$ cat src/rtl/btn_debounce_pkg.sv
// Shared types and default timing constants for btn_debounce (50 MHz board clock).
package btn_debounce_pkg;

    typedef enum logic [1:0] {
        ST_IDLE         = 2'd0,
        ST_PRESS_WAIT   = 2'd1,
        ST_PRESSED      = 2'd2,
        ST_RELEASE_WAIT = 2'd3
    } state_e;

    localparam int unsigned DEF_SYNC_STAGES     = 2;
    localparam int unsigned DEF_DEBOUNCE_CYCLES = 500000;     // 10 ms
    localparam int unsigned DEF_REPEAT_DELAY    = 25000000;   // 500 ms
    localparam int unsigned DEF_REPEAT_PERIOD   = 5000000;    // 100 ms
    localparam int unsigned DEF_CNT_W           = 25;

endpackage

$ cat src/rtl/btn_debounce_sync_chain.sv
// sync_chain: STAGES-deep flop synchroniser, synchronous active-low reset to IDLE_VAL.
module sync_chain #(
    parameter int unsigned STAGES   = 2,
    parameter logic        IDLE_VAL = 1'b0
) (
    input  logic clk,
    input  logic reset,
    input  logic d,
    output logic q
);

    logic [STAGES-1:0] ff;

    always_ff @(posedge clk) begin
        if (!reset) begin
            ff <= {STAGES{IDLE_VAL}};
        end else begin
            ff <= {ff[STAGES-2:0], d};
        end
    end

    assign q = ff[STAGES-1];

endmodule

$ cat src/rtl/btn_debounce.sv
// Button debouncer: synchroniser + 4-state debounce FSM with registered level/press/release strobes.
// Optional auto-repeat of btn_pulse while held: define BTN_DEBOUNCE_AUTOREPEAT_EN.
module btn_debounce
    import btn_debounce_pkg::*;
#(
    parameter int unsigned SYNC_STAGES     = DEF_SYNC_STAGES,
    parameter int unsigned DEBOUNCE_CYCLES = DEF_DEBOUNCE_CYCLES,
    parameter int unsigned REPEAT_DELAY    = DEF_REPEAT_DELAY,
    parameter int unsigned REPEAT_PERIOD   = DEF_REPEAT_PERIOD,
    parameter int unsigned CNT_W           = DEF_CNT_W,
    parameter int unsigned BTN_ACTIVE_HIGH = 1
) (
    input  logic clk,
    input  logic reset,
    input  logic btn_in,
    output logic btn_level,
    output logic btn_pulse,
    output logic btn_release
);

    localparam logic [CNT_W-1:0] DB_LAST = CNT_W'(DEBOUNCE_CYCLES - 1);
    localparam logic [CNT_W-1:0] CNT_MAX = {CNT_W{1'b1}};

    logic       btn_norm;
    logic       s;
    state_e     state, state_d;
    logic [CNT_W-1:0] cnt, cnt_d, cnt_inc;
    logic       level_d, pulse_d, release_d;

    assign btn_norm = (BTN_ACTIVE_HIGH != 0) ? btn_in : ~btn_in;

    sync_chain #(
        .STAGES   (SYNC_STAGES),
        .IDLE_VAL (1'b0)
    ) u_sync (
        .clk   (clk),
        .reset (reset),
        .d     (btn_norm),
        .q     (s)
    );

    assign cnt_inc = (cnt == CNT_MAX) ? cnt : cnt + CNT_W'(1);

`ifdef BTN_DEBOUNCE_AUTOREPEAT_EN
    localparam logic [CNT_W-1:0] RPT_FIRST = CNT_W'(REPEAT_DELAY - 1);
    localparam logic [CNT_W-1:0] RPT_NEXT  = CNT_W'(REPEAT_PERIOD - 1);

    logic [CNT_W-1:0] rpt, rpt_d, rpt_last;
    logic             rpt_armed, rpt_armed_d;

    // First repeat waits REPEAT_DELAY, later ones REPEAT_PERIOD
    assign rpt_last = rpt_armed ? RPT_NEXT : RPT_FIRST;
`else
    logic unused_repeat;
    assign unused_repeat = ^{32'(REPEAT_DELAY), 32'(REPEAT_PERIOD)};
`endif

    // Next-state and next-output logic
    always_comb begin
        state_d   = state;
        cnt_d     = cnt;
        level_d   = btn_level;
        pulse_d   = 1'b0;
        release_d = 1'b0;
`ifdef BTN_DEBOUNCE_AUTOREPEAT_EN
        rpt_d       = rpt;
        rpt_armed_d = rpt_armed;
`endif
        case (state)
            ST_IDLE: begin
                if (s) begin
                    state_d = ST_PRESS_WAIT;
                    cnt_d   = '0;
                end
            end
            ST_PRESS_WAIT: begin
                if (!s) begin
                    state_d = ST_IDLE;
                    cnt_d   = '0;
                end else if (cnt == DB_LAST) begin
                    state_d = ST_PRESSED;
                    cnt_d   = '0;
                    level_d = 1'b1;
                    pulse_d = 1'b1;
`ifdef BTN_DEBOUNCE_AUTOREPEAT_EN
                    rpt_d       = '0;
                    rpt_armed_d = 1'b0;
`endif
                end else begin
                    cnt_d = cnt_inc;
                end
            end
            ST_PRESSED: begin
                if (!s) begin
                    state_d = ST_RELEASE_WAIT;
                    cnt_d   = '0;
                end else begin
`ifdef BTN_DEBOUNCE_AUTOREPEAT_EN
                    if (rpt == rpt_last) begin
                        pulse_d     = 1'b1;
                        rpt_d       = '0;
                        rpt_armed_d = 1'b1;
                    end else begin
                        rpt_d = (rpt == CNT_MAX) ? rpt : rpt + CNT_W'(1);
                    end
`endif
                end
            end
            ST_RELEASE_WAIT: begin
                // Bounce back keeps the repeat counter where it was frozen
                if (s) begin
                    state_d = ST_PRESSED;
                    cnt_d   = '0;
                end else if (cnt == DB_LAST) begin
                    state_d   = ST_IDLE;
                    cnt_d     = '0;
                    level_d   = 1'b0;
                    release_d = 1'b1;
`ifdef BTN_DEBOUNCE_AUTOREPEAT_EN
                    rpt_d       = '0;
                    rpt_armed_d = 1'b0;
`endif
                end else begin
                    cnt_d = cnt_inc;
                end
            end
            default: begin
                state_d = ST_IDLE;
                cnt_d   = '0;
            end
        endcase
    end

    // State and output registers
    always_ff @(posedge clk) begin
        if (!reset) begin
            state       <= ST_IDLE;
            cnt         <= '0;
            btn_level   <= 1'b0;
            btn_pulse   <= 1'b0;
            btn_release <= 1'b0;
`ifdef BTN_DEBOUNCE_AUTOREPEAT_EN
            rpt         <= '0;
            rpt_armed   <= 1'b0;
`endif
        end else begin
            state       <= state_d;
            cnt         <= cnt_d;
            btn_level   <= level_d;
            btn_pulse   <= pulse_d;
            btn_release <= release_d;
`ifdef BTN_DEBOUNCE_AUTOREPEAT_EN
            rpt         <= rpt_d;
            rpt_armed   <= rpt_armed_d;
`endif
        end
    end

endmodule
$ cat config.mk
export PLATFORM = sky130hd
export DESIGN_NAME = btn_debounce
export DESIGN_NICKNAME = d
export VERILOG_FILES = /design/src/rtl/btn_debounce_pkg.sv /design/src/rtl/btn_debounce_sync_chain.sv /design/src/rtl/btn_debounce.sv
export SDC_FILE = /design/constraint.sdc
export NUM_CORES = 1
export LEC_CHECK = 0
export CAP_MARGIN = 20
export CORE_ASPECT_RATIO = 0.5
export CORE_MARGIN = 5
export CORE_UTILIZATION = 64
export CTS_CLUSTER_DIAMETER = 80
export DETAILED_ROUTE_END_ITERATION = 8
export PLACE_DENSITY = 0.95
export SYNTH_ARGS = -nofsm -noshare
export SYNTH_HDL_FRONTEND = slang
export SYNTH_HIERARCHICAL = 1
export SYNTH_SLANG_ARGS = --single-unit
export TNS_END_PERCENT = 10
$ cat constraint.sdc
create_clock -name clk -period 3.3 [get_ports clk]
set_input_delay 0.33 -clock clk [delete_from_list [all_inputs] [get_ports clk]]
set_output_delay 0.33 -clock clk [all_outputs]
set_load 0.005 [all_outputs]
# Yosys cells after proc, flatten, opt, wreduce, memory -nomap -nowiden

Index checks and enable logic that the tools add are counted.

Register bits after elaboration: 32
Latch bits: 0
Bits in writable memories: 0
Memory bits (read-only): 0
Input port bits: 3
Output and inout bits: 3
Memories: 0

Add/sub/neg operators: 1
Multipliers: 0
Divide/modulo/power cells: 0
Order comparisons: 0
Eq/ne operators: 13
Shift-type cells: 0
Muxes and demuxes: 20
Bitwise logic cells: 2
Reduce and logical (&&, ||, !) cells: 7

Operator list:

| operator              | count |
|---|---|
| $mux 25               | 6 |
| $pmux 25 s4           | 1 |
| $add 25x1->25 const B | 1 |
| $eq 25x19->1 const B  | 1 |
| $eq 25x25->1 const B  | 1 |
| $mux 2                | 6 |
| $ne 2x2->1 const B    | 4 |
| $pmux 2 s4            | 1 |
| $mux 1                | 5 |
| $reduce_and 5->1      | 1 |
| $eq 2x2->1 const B    | 2 |
| $ne 2x1->1 const B    | 2 |
| $reduce_and 4->1      | 1 |
| $ne 3x2->1 const B    | 1 |
| $ne 3x3->1 const B    | 1 |
| $reduce_and 3->1      | 1 |
| $reduce_or 3->1       | 1 |
| $eq 2x1->1 const B    | 1 |
| $logic_not 2->1       | 1 |
| $not 1->1             | 2 |
| $pmux 1 s2            | 1 |
| $reduce_and 2->1      | 1 |
| $reduce_bool 2->1     | 1 |

# Longest topological paths before layout

Gate-level depths: netlist of run 1.

Depth in word-level cells: 5
Gate-level depth with buffers: 8
Depth with buffers taken out: 6

# Modules after synthesis

Netlist of run 1, hierarchy kept.

By module, submodules not included:

| module       | instances | cells an instance | area an instance (sq um) | sequential area each (sq um) |
|---|---|---|---|---|
| btn_debounce | 1         | 219               | 1722.9                   | 600.6 |
| sync_chain   | 1         | 4                 | 52.6                     | 40.0 |

# Worst setup path after synthesis of run 1

Ideal clock, no wire load.

Path type: reg-to-reg
Start point: reg cnt[0]
End point: reg cnt[4]
Setup time: 0.091 ns
Arrival time: 1.957 ns
Setup slack: 1.252 ns
Stages on the path, launching flop included: 9
Buffers on the path: 2
Cell sequence: dfxtp_1 ha_1 and4_1 clkbuf_1 and3_1 a21oi_2 clkbuf_1 o21ai_0 a311oi_1

Cells in the longest elaborated chain, start to end: 5
Elaborated cells between the ends (all ways): 8
Those cells by class: add/sub (1); eq/ne (2); mux (5)

RTL lines:

| element                                              | line                                    | text |
|---|---|---|
| start, declared                                      | btn_debounce.sv:27                      | `logic [CNT_W-1:0] cnt, cnt_d, cnt_inc;` |
| start signal, assigned                               | btn_debounce.sv:148                     | `cnt <= cnt_d;` |
| $add 25x1->25 / $eq 25x25->1 (equally long branches) | btn_debounce.sv:42                      | `assign cnt_inc = (cnt == CNT_MAX) ? cnt : cnt + CNT_W'(1);` |
| $mux 25                                              | btn_debounce.sv:42                      |  |
| $mux 25 *                                            | btn_debounce.sv:80, btn_debounce.sv:114 |  |
| $mux 25 (on tied branches)                           | btn_debounce.sv:111, btn_debounce.sv:77 |  |
| $pmux 25 s4 *                                        | btn_debounce.sv:69                      | `case (state)` |

Mark *: on every way between the ends. The rest lies on a longest branch, timed or not.
A chain may end at the register's enable or synchronous reset.

# Worst setup path in the final report of run 1

Start point: reg cnt[0]
End point: reg cnt[18]

The elaborated chain is that of the path after synthesis.

==> results of run 1 <==
[logic make-up after synthesis]
kind of cell               after synthesis
and+or+nand+nor                         99
adders and majority gates                1
DFF                                     32
muxes                                    2
buffers and inverters                   19
xor gates and xnor gates                 2
AOI/OAI and AO/OA                       68
[metal layers]
layer / track usage (%) / up-vias / part of all wire, %
li1: - / 877 / -
met3: 10.3 / 29 / 9.2
met5: 0 / - / 0
met2: 45.7 / 138 / 44
met4: 11.4 / 0 / 3.1
met1: 32.4 / 883 / 44
[area by class of cell]
class	instances	area, um2
flip-flops and latches	32	641
multi-input cells	172	1060
clock buffers	7	96.3
fillers	189	688
well taps	37	46.3
repair buffers	7	65.1
inverters	6	22.5
[state kept, by name (all words and copies together) (netlist names), named ones only]
name and count:
cnt 25, u_sync/ff 2, btn_level 1, btn_pulse 1, btn_release 1, state 1
[layout by cell type (no fill, tap or decap), types with 2 or more instances in the layout]
| master | n |
|---|---|
| inv_1 | 6 |
| o211ai_1 | 6 |
| or4_1 | 7 |
| and4_1 | 3 |
| o21ai_1 | 2 |
| a311oi_1 | 8 |
| clkdlybuf4s50_1 | 5 |
| nor2_1 | 6 |
| o2111ai_1 | 2 |
| buf_4 | 2 |
| nand3_1 | 24 |
| a31oi_1 | 6 |
| nor3_1 | 8 |
| nand2_1 | 26 |
| and2_1 | 4 |
| clkbuf_8 | 7 |
| a41oi_1 | 5 |
| o31ai_1 | 2 |
| a21oi_1 | 13 |
| mux2i_1 | 2 |
| o21ai_0 | 12 |
| and3_1 | 5 |
| dfxtp_1 | 32 |
| a21o_1 | 2 |
| nand4_1 | 5 |
| nor4_1 | 6 |
[worst register-to-register path, delay by kind of cell (launching register included)]
family | cells | cell delay, ns
compound gates | 2 | 0.77
fa+ha+maj | 1 | 0.26
flops | 1 | 0.40
simple gates | 3 | 0.88
[worst paths after layout]
| check | to | depth (start not counted) | slack [ns] |
|---|---|---|---|
| setup / recovery | cnt[18] | 6 | 0.87 |
| hold / removal | u_sync/ff[1] | 1 | 0.45 |
| setup reg to reg | cnt[18] | 6 | 0.87 |
| hold reg to reg | u_sync/ff[1] | 1 | 0.45 |
[cell usage after synthesis, types with 2 or more instances]
library cell,number
dfxtp_1,32
nand2_1,26
nand3_1,24
a21oi_1,13
clkbuf_1,12
o21ai_0,12
a311oi_1,8
nor3_1,8
or4_1,7
a31oi_1,6
inv_1,6
nor2_1,6
nor4_1,6
o211ai_1,6
a41oi_1,5
and3_1,5
nand4_1,5
and2_1,4
and4_1,3
a21o_1,2
mux2i_1,2
o2111ai_1,2
o21ai_1,2
o31ai_1,2
[where the power goes]
group | total (mW) | internal (mW) | switching, mW
sequential | 0.402 | 0.394 | 0.00784
clock | 0.331 | 0.186 | 0.146
combinational | 0.0354 | 0.0146 | 0.0208
[metrics by stage]
| step | std cells | hold WS [ns] | setup slack (ns) | cell area [um2] | total power, mW |
|---|---|---|---|---|---|
| global route | 261 | 0.476 | 0.756 | 1930 | 0.792 |
| global placement | 254 | 0.414 | 1.12 | 1830 | 0.442 |
| CTS | 261 | 0.449 | 0.952 | 1930 | 0.766 |
| detailed placement | 254 | 0.428 | 0.989 | 1830 | 0.445 |
| finish | 261 | 0.452 | 0.870 | 1930 | 0.769 |
| floorplan | 223 | 0.412 | 1.25 | 1780 | 0.430 |
==> flow_metrics.tcl, run 1 <==
set metrics [dict create \
    slowest_delay_ns 0.56 \
    synth_cell_types 43 \
    synth-xor-area-share_pct 0.987 \
    dieArea_um2 3990 \
    port_buffers 5 \
    finish.net_count 228 \
    r2r-start "cnt[0]" \
    synth-simple-area-share_pct 30.5 \
    synth_mux_area_share_pct 1.13 \
    max-clock-path-buffers 2 \
    crit_type "register to register" \
    crit_required_ns 3.46 \
    synth_edf_count 0 \
    area_growth_pct 8.74 \
    crit_fanout 12 \
    wl_per_cell_um 19.1 \
    yosys_warnings 6 \
    drt_iter0_markers 212 \
    hold_class "register to register" \
    die_w_um 84.5 \
    synth-seq-cells 32 \
    finalSetupTns_ns 0 \
    synthFlopType "dfxtp_1" \
    cpMaxStageDelayCell "a311o_1" \
    diodes 0 \
    synth_top_area_cell "dfxtp_1" \
    synth_area_leaders "dfxtp_1 36%, nand3_1 6.8%, nand2_1 5.5%" \
    postCtsSetupBuffers 0 \
    power.density_nw_per_um2 398 \
    grt_first_pass_wirelength_mm 8.40 \
    synth_top_family_by_area "simple AND/OR/NAND/NOR gates" \
    outcome "finished, final reports clean" \
    core.rowCount 13 \
    finClkSkew_ns 0.00749 \
    cts_resized 0 \
    drive_gt1_share_pct 6.70 \
    coreArea_um2 2620 \
    vias_per_cell 7.38 \
    dp_hpwl_mm 3.42 \
    track_usage_pct 27.1 \
    max_freq_ghz 0.411 \
    synth_compound_area_share_pct 26.4 \
    cts_tree "done" \
    routed_wl_mm 4.99 \
    place.gp.congestion 0.962 \
    p_leak_nw 0.582 \
    cp.arrival_ns 2.59 \
    peakVddDrop_mv 0.257 \
    cts_hold_buf 0 \
    hold_violations 0 \
    critical-path-top-delay-family "simple AND/OR/NAND/NOR gates" \
    yosysSeqAreaShare_pct 36.1 \
    rsz0062_at_grt "false" \
    grt_max_degree 20 \
    cts_buffers 5 \
    crit_path_cell_trace "ha_1, and4_1, nand3_1, a311o_1, o211ai_1, nand3_1" \
    yosysTopAreaCellShare_pct 36.1 \
    synth_area_um2 1780 \
    avgSynthCellArea_um2 7.96 \
    slew_viol_final 0 \
    cap_violations 0 \
    clkTransAtPathRegs_ns 0.06 \
    antenna_found_initial 0 \
    dr.pass1.iters 6 \
    async_flop_share_pct 0 \
    grt_overflow_total 0 \
    worst_pin_slew_ns 0.908 \
    cts_sinks 32 \
    final_core_util_pct 73.7 \
    cp-end-kind "register" \
    crit_top_cell "nand3_1" \
    finalCritPeriodShare_pct 73.6 \
    cts-root-buf "clkbuf_8" \
    vias 1927 \
    drc 0 \
    synth_fa_ha_area_share_pct 0.705 \
    setup_violations 0 \
    clkLatencyLatePin_ns 0.29 \
    min_from "u_sync/ff[0]" \
    cp-startpoint "cnt[0]" \
    syn_nets 227 \
    start_util_pct 67.8 \
    synth_cells 223 \
    critPathLaunchType "register" \
    max_slew_margin_pct 39.2 \
    cp.buffers_inverters 0 \
    antenna_left 0 \
    ios 6 \
    fp.dieH_um 47.2 \
    htree_num_levels 2 \
    grt_pass1_vias 1746 \
    period_needed_ns 2.43 \
]
Note: power is estimated with default switching activity, not from simulation.
==> run 2, diff against run 1 <==
- CORE_UTILIZATION: 64 -> 60
- PLACE_DENSITY: 0.95 -> 0.9
- clock period: 3.3 -> 2.35 ns (I/O delays scaled with it)
==> flow_metrics.tcl, run 2 (synthesis gave the netlist of run 1 again) <==
set metrics [dict create \
    outcome "finished, final reports clean" \
    hold_class "register to register" \
    power.density_nw_per_um2 562 \
    antenna_found_initial 0 \
    clkLatencyLatePin_ns 0.29 \
    register_area_um2 641 \
    max-clock-path-buffers 2 \
    ios 6 \
    final_cells 276 \
    dieArea_um2 4210 \
    largest_register_ffs 25 \
    slew_viol_final 0 \
    postCtsSetupBuffers 0 \
    rr_endpoint "cnt[16]" \
    min_to "u_sync/ff[1]" \
    core.rowCount 13 \
    finalCritPeriodShare_pct 91.7 \
    place_area_um2 1940 \
    die_w_um 86.9 \
    crit_type "register to register" \
    fill_cells 191 \
    cts_resized 0 \
    power_mw 1.16 \
    multi_input_area_um2 1070 \
    finClkSkew_ns 0.00318 \
    track_usage_pct 25.2 \
    wl_per_cell_um 17.9 \
    peakVddDrop_mv 0.449 \
    cts_buffers 5 \
    layout_common_cells "32 x dfxtp_1, 26 x nand2_1, 23 x nand3_1, 16 x buf_4, 13 x a21oi_1" \
    timing.hold.ws_ns 0.462 \
    r2r-start "cnt[0]" \
    cp.arrival_ns 2.33 \
    worstRegToRegCells 6 \
    hold_depth 1 \
    hold_violations 0 \
    grt_max_degree 19 \
    dp_cells 268 \
    diodes 0 \
    drive_gt1_share_pct 13.8 \
    worst_pin_slew_ns 0.735 \
    setup_violations 0 \
    crit_required_ns 2.52 \
    antenna_left 0 \
    stdcell_area_um2 2060 \
    cp-end-kind "register" \
    p_leak_nw 0.661 \
    top_register "cnt" \
    critPathLaunchType "register" \
    fp.dieH_um 48.5 \
    vias_per_cell 7.09 \
    grt_overflow_total 0 \
    area_growth_pct 16.1 \
    max_slew_margin_pct 50.7 \
    dp_hpwl_mm 3.46 \
    grt_pass1_vias 1810 \
    routed_wl_mm 4.95 \
    slowest_delay_ns 0.62 \
    drc 0 \
    port_buffers 5 \
    min_from "u_sync/ff[0]" \
    final_common_cell "dfxtp_1" \
    place.gp.congestion 0.939 \
    cts-root-buf "clkbuf_8" \
    cts_sinks 32 \
    crit_top_cell "nand3_1" \
    crit_fanout 9 \
    htree_num_levels 2 \
    period_needed_ns 2.15 \
    dr.pass1.iters 6 \
    vias 1958 \
    cap_violations 0 \
    top_regs "cnt: 25 flops, u_sync/ff: 2 flops" \
    max_freq_ghz 0.464 \
    cpMaxStageDelayCell "o21ai_1" \
    finish.net_count 242 \
    drt_iter0_markers 268 \
    cts_tree "done" \
    finalSetupTns_ns 0 \
    cts_hold_buf 0 \
    grt_first_pass_wirelength_mm 8.64 \
    crit_path_cell_trace "ha_1, and4_2, nand3_1, o21ai_1, or4_1, nand3_1" \
    reg2reg_slack_ns 0.20 \
    coreArea_um2 2720 \
    start_util_pct 65.4 \
    rsz0062_at_grt "false" \
    clkTransAtPathRegs_ns 0.07 \
]
## run 2: power breakdown
part           internal (mW)  leakage [nW]  total [mW]  switching, mW
Sequential             0.553         0.259       0.564         0.0115
Combinational         0.0237         0.348      0.0540         0.0303
Clock                  0.314        0.0541       0.539          0.225
## run 2: layout make-up
cell class,count,share of cell area [%]
tap,37,2.25
timing repair buffer,21,8.26
multi-input combinational,172,51.9
clock inverter,3,2.06
clock buffer,5,3.34
sequential,32,31.1
inverter,6,1.09
## run 2: worst max path at each step
stage / slack (ns) / startpoint / to / cells after the start
2_1_floorplan: 0.30 / cnt[0] / cnt[4] / 8
3_3_place_gp: 0.25 / cnt[16] / cnt[15] / 5
3_5_place_dp: 0.17 / cnt[0] / cnt[3] / 7
4_1_cts: 0.14 / cnt[0] / cnt[3] / 7
5_1_grt: 0.04 / cnt[0] / cnt[23] / 6
6_report: 0.20 / cnt[0] / cnt[16] / 6
## run 2: critical path, delay by kind of cell (launching register included)
kind,cells,cell delay (ns)
AND/OR/NAND/NOR,4,0.75
AO/OA/AOI/OAI,1,0.62
flip-flops,1,0.40
adder cells (fa/ha/maj),1,0.26
## run 2: stage by stage
step	setup WS (ns)	util, %
2_1_floorplan	0.302	-
3_3_place_gp	0.251	71.4
3_5_place_dp	0.167	71.4
4_1_cts	0.144	75.5
5_1_grt	0.0359	75.9
6_report	0.196	75.9
## run 2: routing by layer
metal  share of wire, %  vias to the layer above  wire (um)  GRT usage (%)
met5                  0                        -          0              0
met4                1.6                        0         81           5.70
met3                 11                       16        553           6.75
met2                 43                      133       2150           38.7
met1                 44                      904       2170           35.1
li1                   -                      905          -              -
